[src/rtl/lsu_ctrl.sv]
// Load/store unit between the memory-stage request and word-addressed dmem.
// Sub-word stores are read-modify-write because dmem has a word-wide enable.
module lsu_ctrl #(
  parameter int unsigned MEM_SIZE = 64
) (
  input  logic        clk,
  input  logic        reset,
  input  logic        req_valid,
  output logic        req_ready,
  input  logic        req_we,
  input  logic [2:0]  req_funct3,
  input  logic [31:0] req_addr,
  input  logic [31:0] req_wdata,
  output logic        rsp_valid,
  output logic [31:0] rsp_rdata,
  output logic        rsp_err,
  output logic        mem_we,
  output logic [31:0] mem_a,
  output logic [31:0] mem_wd,
  input  logic [31:0] mem_rd
);

  typedef enum logic [1:0] {
    IDLE,
    EXEC,
    WRITE,
    RESP
  } state_e;

  state_e      state_q, state_d;
  logic        we_q, we_d;
  logic [2:0]  funct3_q, funct3_d;
  logic [31:0] addr_q, addr_d;
  logic [31:0] wdata_q, wdata_d;
  logic        err_q, err_d;
  logic [31:0] rdata_q, rdata_d;
  logic [31:0] merge_q, merge_d;

  logic        accept;
  logic        illegal;
  logic        misaligned;
  logic        out_of_range;
  logic        req_err;
  logic        is_sw;
  logic        is_sub_store;
  logic [4:0]  byte_sh;
  logic [4:0]  half_sh;
  logic [7:0]  ld_byte;
  logic [15:0] ld_half;
  logic [31:0] ld_ext;
  logic [31:0] st_merge;

  assign accept = req_valid && (state_q == IDLE);

  always_comb begin
    illegal      = 1'b0;
    misaligned   = 1'b0;
    unique case (1'b1)
      (req_funct3 == 3'b011),
      (req_funct3[2:1] == 2'b11):
        illegal = 1'b1;
      (req_funct3[2] && req_we):
        illegal = 1'b1;
      (req_funct3[1:0] == 2'b01):
        misaligned = req_addr[0];
      (req_funct3 == 3'b010):
        misaligned = |req_addr[1:0];
      default: ;
    endcase
    out_of_range = {2'b00, req_addr[31:2]} >= 32'(MEM_SIZE);
    req_err      = illegal || misaligned || out_of_range;
  end

  assign is_sw        = we_q && (funct3_q == 3'b010);
  assign is_sub_store = we_q && (funct3_q[2:1] == 2'b00);
  assign byte_sh      = {addr_q[1:0], 3'b000};
  assign half_sh      = {addr_q[1], 4'b0000};
  assign ld_byte      = 8'(mem_rd >> byte_sh);
  assign ld_half      = 16'(mem_rd >> half_sh);

  always_comb begin
    ld_ext = 32'h0;
    unique case (funct3_q)
      3'b000:  ld_ext = {{24{ld_byte[7]}}, ld_byte};
      3'b001:  ld_ext = {{16{ld_half[15]}}, ld_half};
      3'b010:  ld_ext = mem_rd;
      3'b100:  ld_ext = {24'h0, ld_byte};
      3'b101:  ld_ext = {16'h0, ld_half};
      default: ld_ext = 32'h0;
    endcase
  end

  always_comb begin
    if (funct3_q[0]) begin
      st_merge = (mem_rd & ~(32'h0000_FFFF << half_sh))
               | ({16'h0, wdata_q[15:0]} << half_sh);
    end else begin
      st_merge = (mem_rd & ~(32'h0000_00FF << byte_sh))
               | ({24'h0, wdata_q[7:0]} << byte_sh);
    end
  end

  always_ff @(posedge clk or negedge reset) begin
    if (!reset) begin
      state_q <= IDLE;
    end else begin
      state_q <= state_d;
    end
  end

  always_comb begin
    state_d = state_q;
    unique case (state_q)
      IDLE:  if (accept) state_d = req_err ? RESP : EXEC;
      EXEC:  state_d = is_sub_store ? WRITE : RESP;
      WRITE: state_d = RESP;
      RESP:  state_d = IDLE;
      default: state_d = IDLE;
    endcase
  end

  always_comb begin
    we_d     = we_q;
    funct3_d = funct3_q;
    addr_d   = addr_q;
    wdata_d  = wdata_q;
    err_d    = err_q;
    rdata_d  = rdata_q;
    merge_d  = merge_q;
    if (accept) begin
      we_d     = req_we;
      funct3_d = req_funct3;
      addr_d   = req_addr;
      wdata_d  = req_wdata;
      err_d    = req_err;
      rdata_d  = 32'h0;
    end
    if (state_q == EXEC) begin
      if (!we_q) rdata_d = ld_ext;
      if (is_sub_store) merge_d = st_merge;
    end
  end

  always_ff @(posedge clk or negedge reset) begin
    if (!reset) begin
      we_q     <= 1'b0;
      funct3_q <= 3'b000;
      addr_q   <= 32'h0;
      wdata_q  <= 32'h0;
      err_q    <= 1'b0;
      rdata_q  <= 32'h0;
      merge_q  <= 32'h0;
    end else begin
      we_q     <= we_d;
      funct3_q <= funct3_d;
      addr_q   <= addr_d;
      wdata_q  <= wdata_d;
      err_q    <= err_d;
      rdata_q  <= rdata_d;
      merge_q  <= merge_d;
    end
  end

  assign mem_a = {2'b00, addr_q[31:2]};

  // Outputs decode from state_q only, so reset kills mem_we asynchronously.
  always_comb begin
    req_ready = 1'b0;
    rsp_valid = 1'b0;
    rsp_err   = 1'b0;
    rsp_rdata = 32'h0;
    mem_we    = 1'b0;
    mem_wd    = 32'h0;
    unique case (state_q)
      IDLE: req_ready = 1'b1;
      EXEC: begin
        if (is_sw) begin
          mem_we = 1'b1;
          mem_wd = wdata_q;
        end
      end
      WRITE: begin
        mem_we = 1'b1;
        mem_wd = merge_q;
      end
      RESP: begin
        rsp_valid = 1'b1;
        rsp_err   = err_q;
        rsp_rdata = rdata_q;
      end
      default: ;
    endcase
  end

endmodule
[config.mk]
export PLATFORM = sky130hd
export DESIGN_NAME = lsu_ctrl
export DESIGN_NICKNAME = d
export VERILOG_FILES = /design/src/rtl/lsu_ctrl.sv
export SDC_FILE = /design/constraint.sdc
export NUM_CORES = 1
export LEC_CHECK = 0
export ABC_AREA = 1
export BUFFER_PORTS_ARGS = -buffer_cell sky130_fd_sc_hd__buf_2
export CORE_AREA = 3 3 153 155
export CTS_CLUSTER_SIZE = 28
export DETAILED_ROUTE_END_ITERATION = 12
export DIE_AREA = 0 0 156 158
export GPL_TIMING_DRIVEN = 0
export SYNTH_ARGS = -nofsm -noshare
export SYNTH_HDL_FRONTEND = slang
export SYNTH_SLANG_ARGS = --single-unit
export TNS_END_PERCENT = 10
[constraint.sdc]
create_clock -name clk -period 2.1 [get_ports clk]
set_input_delay 0.315 -clock clk [delete_from_list [all_inputs] [get_ports clk]]
set_output_delay 0.315 -clock clk [all_outputs]
set_load 0.02 [all_outputs]
* Word level (Yosys, flattened, before mapping)
Index checks and enable logic that the tools add are counted.
** Storage, ports and cells
- Register bits :: 135
- Bits of input ports :: 103
** Cells by class
- $lt $le $gt $ge :: 1
- Equal/unequal tests :: 12
- Shift-type cells :: 6
- Mux-type cells :: 19
- Bitwise logic cells :: 6
- Reduce and logical (&&, ||, !) cells :: 12
** Operators with widths (count)
- $mux 32 :: 6
- $pmux 32 s5 :: 1
- $and 32x32->32 :: 2
- $not 32->32 :: 2
- $or 32x32->32 :: 2
- $pmux 32 s2 :: 1
- $shl 16x5->32 :: 1
- $shl 16x5->32 const A :: 1
- $shl 8x5->32 :: 1
- $shl 8x5->32 const A :: 1
- $shr 32x5->16 :: 1
- $shr 32x5->8 :: 1
- $ge 30x7->1 const B :: 1
- $eq 3x2->1 const B :: 3
- $pmux 2 s4 :: 1
- $eq 2x2->1 const B :: 3
- $eq 3x3->1 const B :: 2
- $mux 1 :: 6
- $eq 2x1->1 const B :: 2
- $logic_and 1x1->1 :: 4
- $logic_not 2->1 :: 2
- $mux 2 :: 2
- $pmux 1 s2 :: 2
- $eq 3x1->1 const B :: 1
- 6 further kinds :: 7

* Longest topological paths before layout
Gate-level depths: netlist of the first run.
- Depth after elaboration :: 8
- Mapped depth :: 11
- Mapped depth without buffers :: 9

* Worst setup path before layout of the first run
OpenSTA, ideal clock, no wires.
- Path kind :: reg2out
- From :: reg state_q[1]
- To :: out mem_wd[10]
- Arrival :: 1.552 ns
- Required time :: 1.785 ns
- Setup slack :: 0.233 ns
- Stages on the path, launching flop included :: 8
- Path buffers :: 1
- Cells stage by stage :: dfrtp_1 inv_1 ha_1 inv_1 nor3_4 buf_2 nand2_1 a21oi_1
** On the way
- Word-level cells in the longest chain between the ends :: 2
- Elaborated cells on any way between the ends :: 3
** RTL lines
- start: declaration :: line 30 : state_e state_q, state_d;
- start signal: assignment :: line 107 : state_q <= state_d;
- $eq 2x2->1 / $eq 2x1->1 (equally long branches) :: line 174 : unique case (state_q)
- $pmux 32 s2 (*) :: line 174
- end: declaration :: line 19 : output logic [31:0] mem_wd,
Every way passes the cells marked *; elsewhere a longest branch is shown, timed or not.

* Worst setup path in the final report of the first run
- From :: reg state_q[1]
- To :: out mem_wd[6]
The elaborated chain is that of the path after synthesis.

==> impl_metrics.json, run 1 <==
{
  "period_needed_ns": 2.21,
  "r2r-end": "wdata_q[29]$_DFFE_PN0P_",
  "syn_avg_cell_area_sq_um": 6.92,
  "nets": 1450,
  "antenna_found_initial": 4,
  "cts.sinks": 135,
  "routabilityCongestion": 0.918,
  "cts_buffers": 17,
  "grt_max_degree": 83,
  "worstHoldPathCells": 3,
  "crit_path_start": "state_q[1]$_DFFE_PN0P_",
  "worstHoldStart": "req_wdata[23]",
  "hold_viol_final": 0,
  "crit_required_ns": 1.78,
  "syn-cell-area_sq_um": 7670,
  "cp-end-kind": "output port",
  "drt_iter0_markers": 554,
  "synth_top_family_by_area": "simple AND/OR/NAND/NOR gates",
  "synthMuxAreaShare_pct": 0,
  "reg2regPathDepth": 7,
  "synthAdderAreaFrac_pct": 0.652,
  "synth.distinct_cells": 28,
  "synth_simple_gate_area_share_pct": 30.2,
  "yosysSeqAreaShare_pct": 44.0,
  "initial_core_util_pct": 34.9,
  "viasPerCell": 4.76,
  "failed_checks": "setup timing",
  "clk_latency_ns": 0.42,
  "rsz0062_at_grt": "yes",
  "port_buffers": 200,
  "slew_violations": 0,
  "fp-row-count": 54,
  "clockRootBuffer": "clkbuf_16",
  "wirelength_um": 26100,
  "design_power_total_w": 0.0155,
  "utilization_pct": 46.6,
  "via_count": 7802,
  "yosysWarnings": 0,
  "status": "finished, violations left",
  "timing.fmax_mhz": 452,
  "arrival_ns": 1.90,
  "drtAntennaViolNets": 0,
  "drc": 0,
  "leakage_nw": 5.76,
  "overflow": 0,
  "relSlewSlack_pct": 59.4,
  "ys_ff_latch": 135,
  "whs_endpoint": "wdata_q[23]$_DFFE_PN0P_",
  "wl_per_cell_um": 15.9,
  "drv_cap": 0,
  "clockBufferDepth": 2,
  "irDropWorstVdd_mv": 0.761,
  "hold_ws_ns": 0.0840,
  "firstDrtPassIters": 7,
  "ios": 203,
  "grt_pass1_wl_um": 40800,
  "rr_startpoint": "state_q[0]$_DFFE_PN0P_",
  "tightestPinTransition_ns": 0.609,
  "finalSetupViolations": 32,
  "holdCritPathClass": "primary input to flop",
  "place_hpwl_um": 19800,
  "first_global_vias": 7593,
  "core_area_sq_um": 22000,
  "synthCells": 1109,
  "track_usage_pct": 21.2,
  "htreeDepth": 4,
  "worstSetupStartpointType": "flop",
  "die_width_um": 156,
  "synth_compound_area_share_pct": 13.1,
  "dieArea_sq_um": 24600,
  "syn2layout_area_growth_pct": 33.4,
  "die_h_um": 158,
  "drive_gt1_share_pct": 27.3,
  "worst_slack_ns": -0.112,
  "clkSlewWorstSetupHoldPaths_ns": 0.06,
  "fin_crit_sh_pct": 105,
  "critical_path_class": "flop to output port",
  "fin_skew_ns": 0.00757,
  "cts_tree": "done",
  "critPathMaxFanout": 6,
  "power_density_nw_per_um2": 1510,
  "regToRegSetupSlack_ns": 0.15,
  "synthXorXnorAreaFrac_pct": 0
}
-- report_power, final --
part,switching (W),internal [W]
sequential,0.000836,0.00375
clock,0.00119,0.00176
combinational,0.00491,0.00302
-- synthesized netlist by cell type --
master / count / share of area (%)
dfrtp_1: 135 / 44
nand2_1: 468 / 23
buf_6: 2 / 0.29
buf_4: 36 / 3.5
nor3_2: 1 / 0.13
ha_1: 4 / 0.65
inv_2: 5 / 0.24
conb_1: 1 / 0.049
a2bb2oi_1: 8 / 0.91
nand4_1: 2 / 0.16
o211ai_1: 9 / 0.88
nor2_4: 2 / 0.29
buf_2: 19 / 1.2
clkbuf_1: 33 / 1.6
nor3_1: 1 / 0.065
o21ai_0: 82 / 5.3
buf_1: 5 / 0.24
a21oi_1: 66 / 4.3
nor3_4: 1 / 0.21
nand3_1: 41 / 2.7
nand3_4: 1 / 0.23
nand2_4: 1 / 0.15
o21ai_1: 3 / 0.20
o22ai_1: 17 / 1.4
nor2_1: 65 / 3.2
o21a_1: 1 / 0.098
inv_1: 97 / 4.7
nand2_2: 3 / 0.24
-- layer usage --
metal | vias to the layer above | global-route usage (%) | wire [um]
met5 | - | 0 | 41
li1 | 3915 | - | -
met3 | 30 | 7.00 | 2400
met1 | 3558 | 28.5 | 11500
met4 | 6 | 5.26 | 342
met2 | 293 | 33.3 | 11800
-- kinds of logic (layout without fill, tap and decap cells) --
group                      Yosys count  after routing
AOI/OAI and AO/OA                  186            186
adders and majority gates            4              4
buffers and inverters              197            443
DFF                                135            135
other                                1              4
and+or+nand+nor                    586            586
-- flip-flops by register name, indices dropped and copies added (netlist names) --
signal    cells
we_q          1
state_q       2
err_q         1
addr_q       32
funct3_q      3
rdata_q      32
wdata_q      32
merge_q      32
-- critical path: stages (launching register included) --
cell and delay (ns):
dfrtp_1 0.39, inv_2 0.09, ha_4 0.15, inv_4 0.04, nor3_4 0.14, buf_12 0.17
buf_16 0.14, nand2_4 0.04, a21oi_2 0.16, buf_4 0.16
-- what timing repair did --
| item | 4_1_cts | 5_1_grt |
|---|---|---|
| endpoints found under the setup margin | 126 | 65 |
| buffers inserted | 11 | 1 |
| gates cloned | 1 | 0 |
| endpoints found under the hold margin | 53 | 0 |
| gates resized for setup | 111 | 33 |
| hold buffers | 1 | 0 |
| pin swaps | 8 | 4 |
-- placed cells by master (no fill, tap or decap), types with 4 or more instances in the layout --
cell | Yosys | routed
nand2_1 | 468 | 461
buf_2 | 19 | 183
inv_6 | 0 | 4
a21oi_1 | 66 | 40
nand3_1 | 41 | 41
a2bb2oi_1 | 8 | 8
nand2_4 | 1 | 6
clkbuf_16 | 0 | 17
inv_2 | 5 | 5
nand2_2 | 3 | 5
a21oi_2 | 0 | 25
o21ai_0 | 82 | 82
buf_6 | 2 | 21
clkbuf_8 | 0 | 5
dfrtp_1 | 135 | 132
inv_1 | 97 | 94
clkbuf_1 | 33 | 23
o22ai_1 | 17 | 17
clkinvlp_4 | 0 | 5
o211ai_1 | 9 | 9
buf_4 | 36 | 65
nor2_1 | 65 | 65
-- per-stage QoR --
step	setup TNS (ns)	setup slack, ns	cells	instance area, sq um
global placement	-167.70	-1.24	1590	9030
global route	-5.81	-0.222	1637	10200
detailed placement	-5.47	-0.184	1591	9060
CTS	-3.10	-0.135	1635	10100
finish	-2.72	-0.112	1638	10200
floorplan	0	0.233	1110	7680
-- worst max-delay path by stage --
stage,cells after the start,endpoint
after detailed placement,7,mem_wd[7]
after floorplan,7,mem_wd[10]
after CTS,9,mem_wd[7]
final,9,mem_wd[6]
after global routing,9,mem_wd[10]
after global placement,1,rdata_q[31]$_DFF_PN0_
-- layout make-up --
cell class / count / area, sq um
Fill cell: 2255 / 11700
Multi-Input combinational cell: 778 / 3570
Sequential cell: 135 / 3380
Timing Repair Buffer: 215 / 1320
Buffer: 94 / 637
Clock buffer: 19 / 433
Inverter: 102 / 390
Tap cell: 280 / 350
Clock inverter: 13 / 146
Antenna cell: 2 / 5.00
Note: power is estimated with default switching activity, not from simulation.
==> run 2, diff against run 1 <==
--- a/config.mk
+++ b/config.mk
@@ -7,11 +7,12 @@
 export LEC_CHECK = 0
 export ABC_AREA = 1
 export BUFFER_PORTS_ARGS = -buffer_cell sky130_fd_sc_hd__buf_2
-export CORE_AREA = 3 3 153 155
+export CORE_AREA = 3 3 124 126
 export CTS_CLUSTER_SIZE = 28
 export DETAILED_ROUTE_END_ITERATION = 12
-export DIE_AREA = 0 0 156 158
+export DIE_AREA = 0 0 127 129
 export GPL_TIMING_DRIVEN = 0
+export PLACE_DENSITY = 0.8
 export SYNTH_ARGS = -nofsm -noshare
 export SYNTH_HDL_FRONTEND = slang
 export SYNTH_SLANG_ARGS = --single-unit
==> run 2 against run 1 <==
The run still ends with setup timing left. Utilization rose by 24 points. Die area fell by 34%. Flip-flop and latch count did not move. Global-route usage rose by 8.4 points. Routed wire length fell by 5.1%. Total power rose by 2.7%. First-iteration DRC count rose by 50%. Clock skew barely moved. Largest cell class unchanged.
==> impl_metrics.json, run 2 (synthesized netlist as in run 1, its figures left out) <==
{
  "viasPerCell": 5.22,
  "overflow": 0,
  "drc": 0,
  "nets": 1452,
  "fin_crit_sh_pct": 110,
  "wl_per_cell_um": 16.1,
  "crit_required_ns": 1.78,
  "place_hpwl_um": 17700,
  "fin_cells": 1542,
  "critical_path_class": "flop to output port",
  "fillCellCount": 1228,
  "dieArea_sq_um": 16400,
  "wl_met2_um": 11700,
  "seq_area_sq_um": 3380,
  "clockBufferDepth": 2,
  "critPathMaxFanout": 7,
  "cp-end-kind": "output port",
  "top_layer": "met4",
  "rr_startpoint": "state_q[1]$_DFFE_PN0P_",
  "firstDrtPassIters": 6,
  "leakage_nw": 5.84,
  "cts_buffers": 17,
  "cts.sinks": 135,
  "rsz0062_at_grt": "yes",
  "drtAntennaViolNets": 0,
  "relSlewSlack_pct": 58.2,
  "failed_checks": "setup timing",
  "wl_met3_um": 2310,
  "fin_skew_ns": 0.00749,
  "drt_iter0_markers": 833,
  "routabilityCongestion": 0.954,
  "antenna_cells": 0,
  "irDropWorstVdd_mv": 0.879,
  "cts_tree": "done",
  "die_h_um": 129,
  "port_buffers": 200,
  "core_area_sq_um": 14400,
  "layout_common_cells": "453 x nand2_1, 183 x buf_2, 132 x dfrtp_1",
  "track_usage_pct": 29.6,
  "via_count": 8051,
  "drive_gt1_share_pct": 28.4,
  "slew_violations": 0,
  "period_needed_ns": 2.31,
  "reg2regPathDepth": 10,
  "arrival_ns": 2.00,
  "wl_met1_um": 10300,
  "htreeDepth": 4,
  "worstHoldPathCells": 3,
  "die_width_um": 127,
  "status": "finished, violations left",
  "power_density_nw_per_um2": 1560,
  "clockRootBuffer": "clkbuf_16",
  "ios": 203,
  "worstSetupStartpointType": "flop",
  "worstHoldStart": "req_wdata[19]",
  "initial_core_util_pct": 53.2,
  "fp-row-count": 44,
  "r2r-end": "rdata_q[26]$_DFF_PN0_",
  "crit_path_start": "state_q[1]$_DFFE_PN0P_",
  "tightestPinTransition_ns": 0.627,
  "drv_cap": 0,
  "grt_pass1_wl_um": 38000,
  "regToRegSetupSlack_ns": 0.12,
  "antenna_found_initial": 0,
  "design_power_total_w": 0.0159,
  "layout_commonest_cell": "nand2_1",
  "holdCritPathClass": "primary input to flop",
  "clk_latency_ns": 0.42,
  "syn2layout_area_growth_pct": 33.0,
  "worst_slack_ns": -0.214,
  "first_global_vias": 7456,
  "finalSetupViolations": 33,
  "hold_viol_final": 0,
  "timing.fmax_mhz": 432,
  "clkSlewWorstSetupHoldPaths_ns": 0.06,
  "wirelength_um": 24800,
  "multi_input_area_sq_um": 3620,
  "whs_endpoint": "wdata_q[19]$_DFFE_PN0P_",
  "dp_cells": 1495,
  "grt_max_degree": 69
}
run 2: layout make-up:
class,instances,area share [%]
multi-input combinational,778,35.5
timing repair buffer,217,12.7
clock buffer,18,4.20
inverter,102,3.85
clock inverter,14,2.17
tap,184,2.26
sequential,135,33.1
buffer,94,6.15
run 2: how the worst max path moves through the flow:
stage | to | slack, ns | depth (start not counted)
floorplan | mem_wd[10] | 0.23 | 7
global placement | rdata_q[13]$_DFF_PN0_ | -1.06 | 1
detailed placement | mem_wd[7] | -0.14 | 7
CTS | mem_wd[5] | -0.15 | 10
global route | mem_wd[25] | -0.31 | 9
finish | mem_wd[25] | -0.21 | 9
run 2: critical path: stages (launching register included):
cell,delay [ns]
dfrtp_1,0.40
inv_2,0.10
ha_4,0.15
inv_4,0.04
nor3_4,0.15
buf_6,0.19
buf_6,0.13
nand2_1,0.07
a21oi_2,0.19
buf_6,0.14
run 2: metal layers:
| layer | up-vias | global-route usage, % |
|---|---|---|
| li1 | 3909 | - |
| met3 | 43 | 7.35 |
| met2 | 382 | 48.2 |
| met4 | 0 | 8.33 |
| met5 | - | 0 |
| met1 | 3717 | 39.8 |
run 2: repair_timing:
item / in CTS / in global routing
setup buffers: 11 / 2
resized for setup: 95 / 64
pin swaps: 7 / 13
hold buffers: 1 / 0
hold endpoints to repair: 67 / 0
gates cloned: 2 / 1
setup endpoints to repair: 85 / 82
run 2: per-stage QoR:
stage	hold slack, ns	instance area (sq um)	util, %	setup TNS (ns)	setup slack, ns
5_1_grt	0.0824	10200	70.8	-8.74	-0.312
3_5_place_dp	0.347	8940	62.0	-1.50	-0.142
3_3_place_gp	0.464	8910	61.8	-142.50	-1.06
2_1_floorplan	0.0194	7680	-	0	0.233
6_report	0.0850	10200	70.8	-5.36	-0.214
4_1_cts	0.0725	10000	69.3	-3.41	-0.152
run 2: power breakdown:
group,switching [W],leakage (nW),internal [W]
Sequential,0.000896,1.69,0.00375
Clock,0.00120,0.313,0.00212
Combinational,0.00495,3.83,0.00296
Total,0.00705,5.84,0.00883
==> run 3, diff against run 2 <==
--- a/config.mk
+++ b/config.mk
@@ -13,6 +13,7 @@
 export DIE_AREA = 0 0 127 129
 export GPL_TIMING_DRIVEN = 0
 export PLACE_DENSITY = 0.8
+export RECOVER_POWER = 50
 export SYNTH_ARGS = -nofsm -noshare
 export SYNTH_HDL_FRONTEND = slang
 export SYNTH_SLANG_ARGS = --single-unit
==> run 3 against run 2 <==
Flip-flop and latch count is the same. Setup slack lost 0.0028 ns. Utilization shrank 0.096 points. Critical path type unchanged. Die area is the same. First-iteration DRC count shrank 0.12%. Maximum frequency shrank 0.12%. Register-to-register slack is essentially flat. The flow finishes with violations (slew limit, setup timing).
==> impl_metrics.json, run 3 (synthesized netlist as in run 1, its figures left out) <==
{
  "port_buffers": 200,
  "path_cells": "inv_2 > ha_4 > inv_4 > nor3_4 > buf_6 > buf_6 > nand2_1 > a21oi_2 > buf_6",
  "nets": 1452,
  "drt_iter0_markers": 832,
  "die_h_um": 129,
  "wirelength_um": 24700,
  "fillCellCount": 1229,
  "drc": 0,
  "multi_input_area_sq_um": 3620,
  "period_needed_ns": 2.32,
  "cts.sinks": 135,
  "critPathMaxFanout": 7,
  "wl_per_cell_um": 16.0,
  "antenna_found_initial": 0,
  "cts_buffers": 17,
  "overflow": 0,
  "drive_gt1_share_pct": 28.4,
  "firstDrtPassIters": 6,
  "crit_buf_inv": 5,
  "holdCritPathClass": "primary input to flop",
  "via_count": 8087,
  "die_width_um": 127,
  "clockBufferDepth": 2,
  "fin_crit_sh_pct": 110,
  "first_global_vias": 7456,
  "dieArea_sq_um": 16400,
  "drv_cap": 0,
  "slew_violations": 41,
  "tns_ns": -5.40,
  "routabilityCongestion": 0.954,
  "initial_core_util_pct": 53.2,
  "grt_pass1_wl_um": 38000,
  "track_usage_pct": 29.6,
  "critPathTopFamily": "buffers and inverters",
  "rsz0062_at_grt": "yes",
  "syn2layout_area_growth_pct": 32.8,
  "status": "finished, violations left",
  "layout_common_cells": "453 x nand2_1, 184 x buf_2, 132 x dfrtp_1",
  "fin_cells": 1542,
  "place_hpwl_um": 17700,
  "finalSetupViolations": 33,
  "timing.fmax_mhz": 432,
  "slowest_delay_ns": 0.40,
  "dp_cells": 1495,
  "crit_required_ns": 1.78,
  "clk_latency_ns": 0.42,
  "relSlewSlack_pct": -0.0854,
  "clockRootBuffer": "clkbuf_16",
  "arrival_ns": 2.00,
  "htreeDepth": 4,
  "power_density_nw_per_um2": 1560,
  "hold_viol_final": 0,
  "design_power_total_w": 0.0159,
  "grt_max_degree": 69,
  "leakage_nw": 5.83,
  "fp-row-count": 44,
  "dpl_worst_slack_ns": -0.142,
  "clkSlewWorstSetupHoldPaths_ns": 0.06,
  "tightestPinTransition_ns": 1.50,
  "cp-end-kind": "output port",
  "layout_commonest_cell": "nand2_1",
  "critical_path_class": "flop to output port",
  "antenna_cells": 0,
  "regToRegSetupSlack_ns": 0.11,
  "core_area_sq_um": 14400,
  "seq_area_sq_um": 3380,
  "cts_tree": "done",
  "slowest_stage": "dfrtp_1",
  "fin_skew_ns": 0.00842,
  "viasPerCell": 5.24,
  "timing.critical_path.mode_cell": "buf_6",
  "irDropWorstVdd_mv": 0.881,
  "worst_slack_ns": -0.217,
  "drtAntennaViolNets": 0,
  "ios": 203,
  "worstSetupStartpointType": "flop",
  "failed_checks": "slew limit, setup timing"
}
-- run 3: cell types whose count changed in the layout (fill, tap and decap cells not counted) --
cell	before	now
buf_2	183	184
buf_12	1	2
buf_6	18	17
buf_16	1	0
-- run 3: final timing paths --
kind                            cells past startpoint                 endpoint                    from
worst max-delay path                                9               mem_wd[25]  state_q[1]$_DFFE_PN0P_
worst min-delay path                                3  wdata_q[19]$_DFFE_PN0P_           req_wdata[19]
worst max register to register                      7   addr_q[25]$_DFFE_PN0P_  state_q[0]$_DFFE_PN0P_
worst min register to register                      2        err_q$_DFFE_PN0P_       err_q$_DFFE_PN0P_
max in group asynchronous                           3  funct3_q[0]$_DFFE_PN0P_                   reset
min in group asynchronous                           2   addr_q[31]$_DFFE_PN0P_                   reset
-- run 3: where the power goes --
part	switching [W]	internal, W
Sequential	0.000893	0.00375
Combinational	0.00495	0.00296
Clock	0.00120	0.00212
Total	0.00705	0.00883
-- run 3: cell type report --
cell class / count / share of cell area, %
Buffer: 94 / 6.16
Clock buffer: 18 / 4.21
Clock inverter: 14 / 2.17
Inverter: 102 / 3.85
Multi-Input combinational cell: 778 / 35.5
Sequential cell: 135 / 33.2
Tap cell: 184 / 2.26
Timing Repair Buffer: 217 / 12.6
-- run 3: metrics by stage --
step	hold WS, ns	utilization (%)	instance area [sq um]
2_1_floorplan	0.0194	-	7680
3_3_place_gp	0.464	61.8	8910
3_5_place_dp	0.347	62.0	8940
4_1_cts	0.0725	69.3	10000
5_1_grt	0.0824	70.7	10200
6_report	0.0849	70.7	10200
-- run 3: worst reg2reg max path, stage by stage, from the launching register on --
cell     delay, ns
dfrtp_2       0.45
inv_1         0.13
ha_1          0.30
nand2_2       0.24
inv_4         0.24
buf_1         0.37
nand2_1       0.12
nand2_1       0.09
-- run 3: metal layers --
metal  vias to the layer above  share of wire [%]  track usage [%]
li1                       3913                  -                -
met1                      3740                 41             39.8
met2                       390                 47             48.2
met3                        44                9.4             7.35
met4                         0                2.2             8.33
met5                         -                  0                0
-- run 3: repair_timing --
item	CTS	global route
endpoints found under the hold margin	67	0
gates resized for setup	95	64
setup endpoints to repair	85	82
pin swaps	7	13
hold buffers	1	0
buffers inserted	11	2
cloned	2	1
